### src/rtl/seg7_scan_decoder.sv
// rtl/seg7_scan_decoder.sv - capture side of a multiplexed 7-segment bus: debounce, decode, frame handshake
// Each stable one-hot digit dwell is decoded into a slot; a full set of slots is published as one frame.
module seg7_scan_decoder #(
  parameter int NDIG       = 8,
  parameter int STABLE_CYC = 4
) (
  input  logic                clk,
  input  logic                rst_n,
  input  logic [6:0]          seg,
  input  logic [NDIG-1:0]     an,
  output logic                frame_valid,
  input  logic                frame_ready,
  output logic [4*NDIG-1:0]   frame_data,
  output logic                frame_err,
  output logic                overrun
);

  localparam int          SW      = NDIG + 7;
  localparam logic [7:0]  CNT_MAX = 8'(STABLE_CYC);
  localparam logic [7:0]  CNT_CAP = 8'(STABLE_CYC - 1);

  logic [SW-1:0]     sample_q, prev_q;
  logic [7:0]        cnt_q, cnt_d;
  logic [NDIG-1:0]   seen_q, seen_d, ill_q, ill_d;
  logic [4*NDIG-1:0] slot_q, slot_d, data_q, data_d;
  logic              valid_q, valid_d, err_q, err_d, ovr_q, ovr_d;
  logic              capture, complete;
  logic [NDIG-1:0]   sel;
  logic [4:0]        dec;

  function automatic logic onehot(input logic [NDIG-1:0] v);
    return (v != '0) && ((v & (v - NDIG'(1))) == '0);
  endfunction

  // Result is {illegal, code}
  function automatic logic [4:0] decode(input logic [6:0] s);
    case (s)
      7'b0000001: decode = 5'h00;
      7'b1001111: decode = 5'h01;
      7'b0010010: decode = 5'h02;
      7'b0000110: decode = 5'h03;
      7'b1001100: decode = 5'h04;
      7'b0100100: decode = 5'h05;
      7'b0100000: decode = 5'h06;
      7'b0001111: decode = 5'h07;
      7'b0000000: decode = 5'h08;
      7'b0000100: decode = 5'h09;
      7'b1111111: decode = 5'h0E;
      default:    decode = 5'h1F;
    endcase
  endfunction

  always_ff @(posedge clk or negedge rst_n) begin
    if (!rst_n) begin
      sample_q <= '0;
      prev_q   <= '0;
      cnt_q    <= '0;
      seen_q   <= '0;
      ill_q    <= '0;
      slot_q   <= '0;
      data_q   <= '0;
      valid_q  <= 1'b0;
      err_q    <= 1'b0;
      ovr_q    <= 1'b0;
    end else begin
      sample_q <= {an, seg};
      prev_q   <= sample_q;
      cnt_q    <= cnt_d;
      seen_q   <= seen_d;
      ill_q    <= ill_d;
      slot_q   <= slot_d;
      data_q   <= data_d;
      valid_q  <= valid_d;
      err_q    <= err_d;
      ovr_q    <= ovr_d;
    end
  end

  always_comb begin
    cnt_d = cnt_q;
    if ((sample_q != prev_q) || !onehot(~sample_q[SW-1:7])) begin
      cnt_d = '0;
    end else if (cnt_q != CNT_MAX) begin
      cnt_d = cnt_q + 8'd1;
    end
  end

  // prev_q holds the last of the counted equal samples when the count hits CNT_CAP
  assign sel     = ~prev_q[SW-1:7];
  assign dec     = decode(prev_q[6:0]);
  assign capture = (cnt_q == CNT_CAP) && onehot(sel);

  always_comb begin
    slot_d   = slot_q;
    ill_d    = ill_q;
    seen_d   = seen_q;
    complete = 1'b0;
    for (int k = 0; k < NDIG; k++) begin
      if (capture && sel[k]) begin
        slot_d[4*k +: 4] = dec[3:0];
        ill_d[k]         = dec[4];
        seen_d[k]        = 1'b1;
      end
    end
    complete = capture && (&seen_d);
    if (complete) begin
      seen_d = '0;
    end
  end

  always_comb begin
    valid_d = valid_q;
    data_d  = data_q;
    err_d   = err_q;
    ovr_d   = ovr_q;
    if (valid_q && frame_ready) begin
      valid_d = 1'b0;
    end
    if (complete) begin
      if (!valid_q || frame_ready) begin
        valid_d = 1'b1;
        data_d  = slot_d;
        err_d   = |ill_d;
      end else begin
        ovr_d = 1'b1;
      end
    end
  end

  assign frame_valid = valid_q;
  assign frame_data  = data_q;
  assign frame_err   = err_q;
  assign overrun     = ovr_q;

endmodule
### config.mk
export PLATFORM = sky130hd
export DESIGN_NAME = seg7_scan_decoder
export DESIGN_NICKNAME = d
export VERILOG_FILES = /design/src/rtl/seg7_scan_decoder.sv
export SDC_FILE = /design/constraint.sdc
export NUM_CORES = 1
export LEC_CHECK = 0
export ABC_AREA = 1
export CORE_MARGIN = 8
export CORE_UTILIZATION = 39
export DETAILED_ROUTE_END_ITERATION = 8
export PLACE_DENSITY = 0.63
export SYNTH_ARGS = -nofsm -noshare
export SYNTH_HDL_FRONTEND = slang
export SYNTH_SLANG_ARGS = --single-unit
### constraint.sdc
create_clock -name clk -period 4.6 [get_ports clk]
set_clock_uncertainty 0.2 [all_clocks]
set_input_delay 0.46 -clock clk [delete_from_list [all_inputs] [get_ports clk]]
set_output_delay 0.46 -clock clk [all_outputs]
set_load 0.01 [all_outputs]
Word-level counts from Yosys, hierarchy flattened
Index checks and enable logic that the tools add are counted.
{"block": "totals", "mem_bits_ro": 0, "output_inout_bits": 35, "latch_bits": 0, "memories": 0, "regBits": 121, "ramBits": 0, "wordCells": 89}
{"block": "classes", "n_reduce_logical": 27, "shift": 0, "n_div": 0, "n_mul": 0, "n_bitwise": 5, "n_lt_le_gt_ge": 0, "muxes": 31, "addsub": 3, "eq_ne": 13}
{"op": "$pmux 5 s11", "count": 1}
{"op": "$mux 4", "count": 8}
{"op": "$mux 8", "count": 3}
{"op": "$eq 7x7->1 const B", "count": 3}
{"op": "$mux 1", "count": 19}
{"op": "$and 8x8->8", "count": 2}
{"op": "$logic_not 8->1", "count": 2}
{"op": "$not 8->8", "count": 2}
{"op": "$reduce_bool 8->1", "count": 2}
{"op": "$sub 8x1->8 const B", "count": 2}
{"op": "$ne 15x15->1", "count": 1}
{"op": "$eq 7x3->1 const B", "count": 2}
{"op": "$eq 7x6->1 const B", "count": 2}
{"op": "$logic_and 1x1->1", "count": 13}
{"op": "$add 8x1->8 const B", "count": 1}
{"op": "$eq 8x2->1 const B", "count": 1}
{"op": "$ne 8x3->1 const B", "count": 1}
{"op": "$reduce_and 8->1", "count": 1}
{"op": "$reduce_or 8->1", "count": 1}
{"op": "$eq 7x1->1 const B", "count": 1}
{"op": "$eq 7x4->1 const B", "count": 1}
{"op": "$eq 7x5->1 const B", "count": 1}
{"op": "$logic_not 7->1", "count": 1}
{"op": "$reduce_and 2->1", "count": 2}
{"op": "4 further kinds", "count": 6}

Depth between registers and ports, before layout
{"block": "depth", "word_depth": 11, "ltp_mapped": 15}

Least setup slack after synthesis
Ideal clock, no wire load.
{"block": "synth_timing", "kind": "reg2reg", "from": "register cnt_q[0]", "to": "register data_q[1] (netlist: frame_data[1])", "required_time_ns": 4.273, "path_stages_with_launch": 14, "n_path_buf": 1, "arrival_time_ns": 1.816, "slack_ns": 2.457, "cell_sequence": "dfrtp_1 > ha_1 > nand2_1 > nor2_1 > nand2_2 > nor2_8 > nand4_2 > nand2_2 > nand3_2 > nor2_4 > nand3_4 > buf_6 > nand2_2 > o21ai_2"}
{"block": "synth_via", "elab_chain_cells": 7, "elab_cells_between_ends": 22, "cone_classes": "eq/ne: 1; mux: 9; reduce/logical: 12"}
{"item": "start, declared", "line_no": "23", "rtl": "logic [7:0] cnt_q, cnt_d;"}
{"item": "start signal, assigned", "line_no": "68", "rtl": "cnt_q <= cnt_d;"}
{"item": "$eq 8x2->1 *", "line_no": "91", "rtl": "assign capture = (cnt_q == CNT_CAP) && onehot(sel);"}
{"item": "$logic_and 1x1->1 *", "line_no": "91"}
{"item": "$logic_and 1x1->1", "line_no": "99", "rtl": "if (capture && sel[k]) begin"}
{"item": "$mux 1", "line_no": "99"}
{"item": "$reduce_and 8->1", "line_no": "105", "rtl": "complete = capture && (&seen_d);"}
{"item": "$logic_and 1x1->1", "line_no": "105"}
{"item": "$reduce_and 2->1 (no source line)"}
{"item": "end signal, assigned", "line_no": "72", "rtl": "data_q <= data_d;"}
{"item": "end, declared", "line_no": "25", "rtl": "logic [4*NDIG-1:0] slot_q, slot_d, data_q, data_d;"}
Mark *: on every way between the ends. The rest lies on a longest branch, timed or not.
A chain may end at the register's enable or synchronous reset.

Worst setup path in the final report
{"block": "layout_timing", "from": "register cnt_q[5]", "to": "register data_q[15] (netlist: frame_data[15])"}
The elaborated chain is that of the path after synthesis.

==> reports/results.ini <==
[status]
status=complete, no violations

[yosys]
ys_seq_area_share_pct=53.7
syn_inst=621
synthArstFlopShare_pct=100
ys_ff_latch=121
syn_nets=641
synth_edf_count=0
synth_area_per_cell_um2=9.07
synth_flop_cell=dfrtp_1
yosysWarnings=0
synth.cell_area_um2=5630
yosysUniqueCellTypes=34

[final_layout]
n_antenna_cell=0
fin_nets=706
fin_area_um2=6940
post-route-util_pct=48.5
drive_above_1_share_pct=20.5
area_growth_pct=23.2

[power_and_ir_drop]
switchingPower_uw=550
p_leak_uw=0.00360
max-vdd-ir-drop_mv=0.290
p_seq_share_pct=42.8
switching_share_pct=21.4
power_density_nw_per_um2=370
p_clk_share_pct=53.8
p_comb_share_pct=3.4
internal_power_uw=2020
finalPower_uw=2570

[clocking]
post_cts_resized=0
postCtsSetupRepairBufs=0
root_buffer=clkbuf_16
cts_buffers=17
cts_tree=done
clock-sinks=121
path_clk_slew_ns=0.05
htreeDepth=4
cts_buffer_depth=2
cts_hold_buf=0
insertion_delay_ns=0.41

[sta]
tightest_slew_ns=1.07
max_slew_margin_pct=28.8
final-setup-viol-count=0
fin_crit_sh_pct=68.6
slew_viol_final=0
final.setup.tns_ns=0
fmax_ghz=0.317
rsz0062_at_grt=false
period_needed_ns=3.15
hold_viol_final=0

[place]
globalplace.congestion=0.913
place_area_um2=6320
dpl.hpwl_um=8760
portBuffers=52

[detailed_routing]
ant_nets=0
wire_per_inst_um=13.6
num_vias=4160
drtIter0Drc=298
first_pass_iters=5
drt_wl_total_um=12000
drc=0
vias_per_cell=4.71

[global_route]
grt_max_degree=87
antenna_found_initial=0
grt_pass1_wl_um=20400
grt_pass1_vias=4161
grt_usage_pct=14.0
grt_overflow=0

[die]
core_um2=14300
start_util_pct=39.4
die_h_um=136
num_rows=44
die_area_um2=18500
die_w_um=136
io_pins=53

[critical_path]
critPathCaptureType=flip-flop
worst-setup-path-type=reg2reg
worstPathMaxFanout=63
critPathArrivalTime_ns=3.22
startpoint_type=flip-flop
crit_required_ns=4.67

[hold_path]
min_path_type=in2async

[flow_run]
cap_violations=0

## synth_stat cells, types with 3 or more instances
master     n  area share, %
and2_1    14            1.6
a21oi_1   14            1.2
xor2_1     7            1.1
dfrtp_1  121             54
nand4_2    5            1.1
nor2_4     3           0.60
buf_6      6            1.2
nand2_2   43            4.8
o21ai_2   30            4.7
nor4_1     5           0.56
nor2_1    46            3.1
nand4_1    9            1.0
xnor2_1    3           0.47
o21ai_0   25            2.2
nand2_1  122            8.1
nor3_1     7           0.62
nor2_2     3           0.33
inv_1    104            6.9
or2_2     16            1.8
nand3_1   20            1.8
## cells in the final DEF (no fill, tap or decap), types with 2 or more instances in the layout
cell | Yosys | routed
nor4_1 | 5 | 5
a21oi_1 | 14 | 14
o21ai_2 | 30 | 30
nor2_1 | 46 | 46
xor2_1 | 7 | 7
nand2_1 | 122 | 122
ha_1 | 2 | 2
clkinv_2 | 0 | 4
nand3_2 | 2 | 2
nor3_1 | 7 | 7
nand4_2 | 5 | 5
o22ai_1 | 2 | 2
or2_2 | 16 | 16
buf_4 | 0 | 2
bufinv_16 | 0 | 3
clkdlybuf4s50_1 | 0 | 51
nor2_2 | 3 | 3
dfrtp_1 | 121 | 121
nand2_2 | 43 | 43
nand2_4 | 2 | 2
clkbuf_16 | 0 | 17
o21ai_0 | 25 | 25
and2_1 | 14 | 14
clkbuf_8 | 0 | 4
clkinv_4 | 1 | 4
nand3_1 | 20 | 20
nor2_4 | 3 | 3
inv_1 | 104 | 104
xnor2_1 | 3 | 3
nand4_1 | 9 | 9
## layer usage
layer,vias to the layer above,global-route usage (%),wire [um]
met5,-,0,0
met3,29,4.10,616
met2,107,22.1,5710
met1,1959,17.2,5380
li1,2065,-,-
met4,0,7.02,281
## path summary, 6_finish.rpt
check	start	endpoint	slack, ns	depth (start not counted)
worst max-delay path	cnt_q[5]	frame_data[15]	1.45	12
worst min-delay path	rst_n	frame_data[24]	0.05	1
worst max register to register	cnt_q[5]	frame_data[15]	1.45	12
worst min register to register	sample_q[10]	prev_q[10]	0.17	0
max in group asynchronous	rst_n	cnt_q[2]	3.11	2
min in group clk	sample_q[10]	prev_q[10]	0.17	0
## critical path, stage by stage, from the launching register on
cell	delay (ns)
dfrtp_1	0.43
inv_1	0.08
nand2_1	0.07
nor2_2	0.18
nand2_2	0.12
nor2_8	0.19
nand4_1	0.23
nand2_2	0.16
nand2_2	0.07
nor2_4	0.11
nand3_4	0.71
nand2_1	0.31
o21ai_2	0.08
## per-stage QoR
step	hold WS, ns	std cells	worst slack [ns]
floorplan	-0.0356	621	2.46
global placement	0.162	851	1.53
detailed placement	0.162	851	1.39
CTS	0.0806	883	1.38
global route	0.134	883	1.15
finish	0.0461	883	1.45
## cells by family after synthesis
logic type | synth area share [%]
adder cells (fa/ha/maj) | 0.444
AND/OR/NAND/NOR | 26.7
XOR/XNOR | 1.55
buffers and inverters | 8.44
flip-flops | 53.7
AO/OA/AOI/OAI | 9.11
## state kept, by name, indices dropped and copies added (netlist names), 8 cells and up
| name | flops |
|---|---|
| frame_data | 32 |
| slot_q | 32 |
| prev_q | 15 |
| sample_q | 15 |
| cnt_q | 8 |
| ill_q | 8 |
| seen_q | 8 |
## power groups by stage
| stage | combinational, uW | clock [uW] | sequential (uW) |
|---|---|---|---|
| final | 87.5 | 1380 | 1100 |
| after global routing | 100 | 1460 | 1100 |
| after CTS | 89.9 | 1410 | 1100 |
| after detailed placement | 89.6 | 0 | 1120 |
| after global placement | 87.3 | 0 | 1110 |
| after floorplan | 40.6 | 0 | 1110 |
## area by class of cell
type / instances / area, um2
clock inverter: 11 / 144
sequential: 121 / 3030
timing repair buffer: 53 / 526
multi-input combinational: 387 / 2130
inverter: 106 / 403
tap: 184 / 230
clock buffer: 21 / 480
fill: 1366 / 7370
No activity file was read; power rests on OpenSTA's default activity.
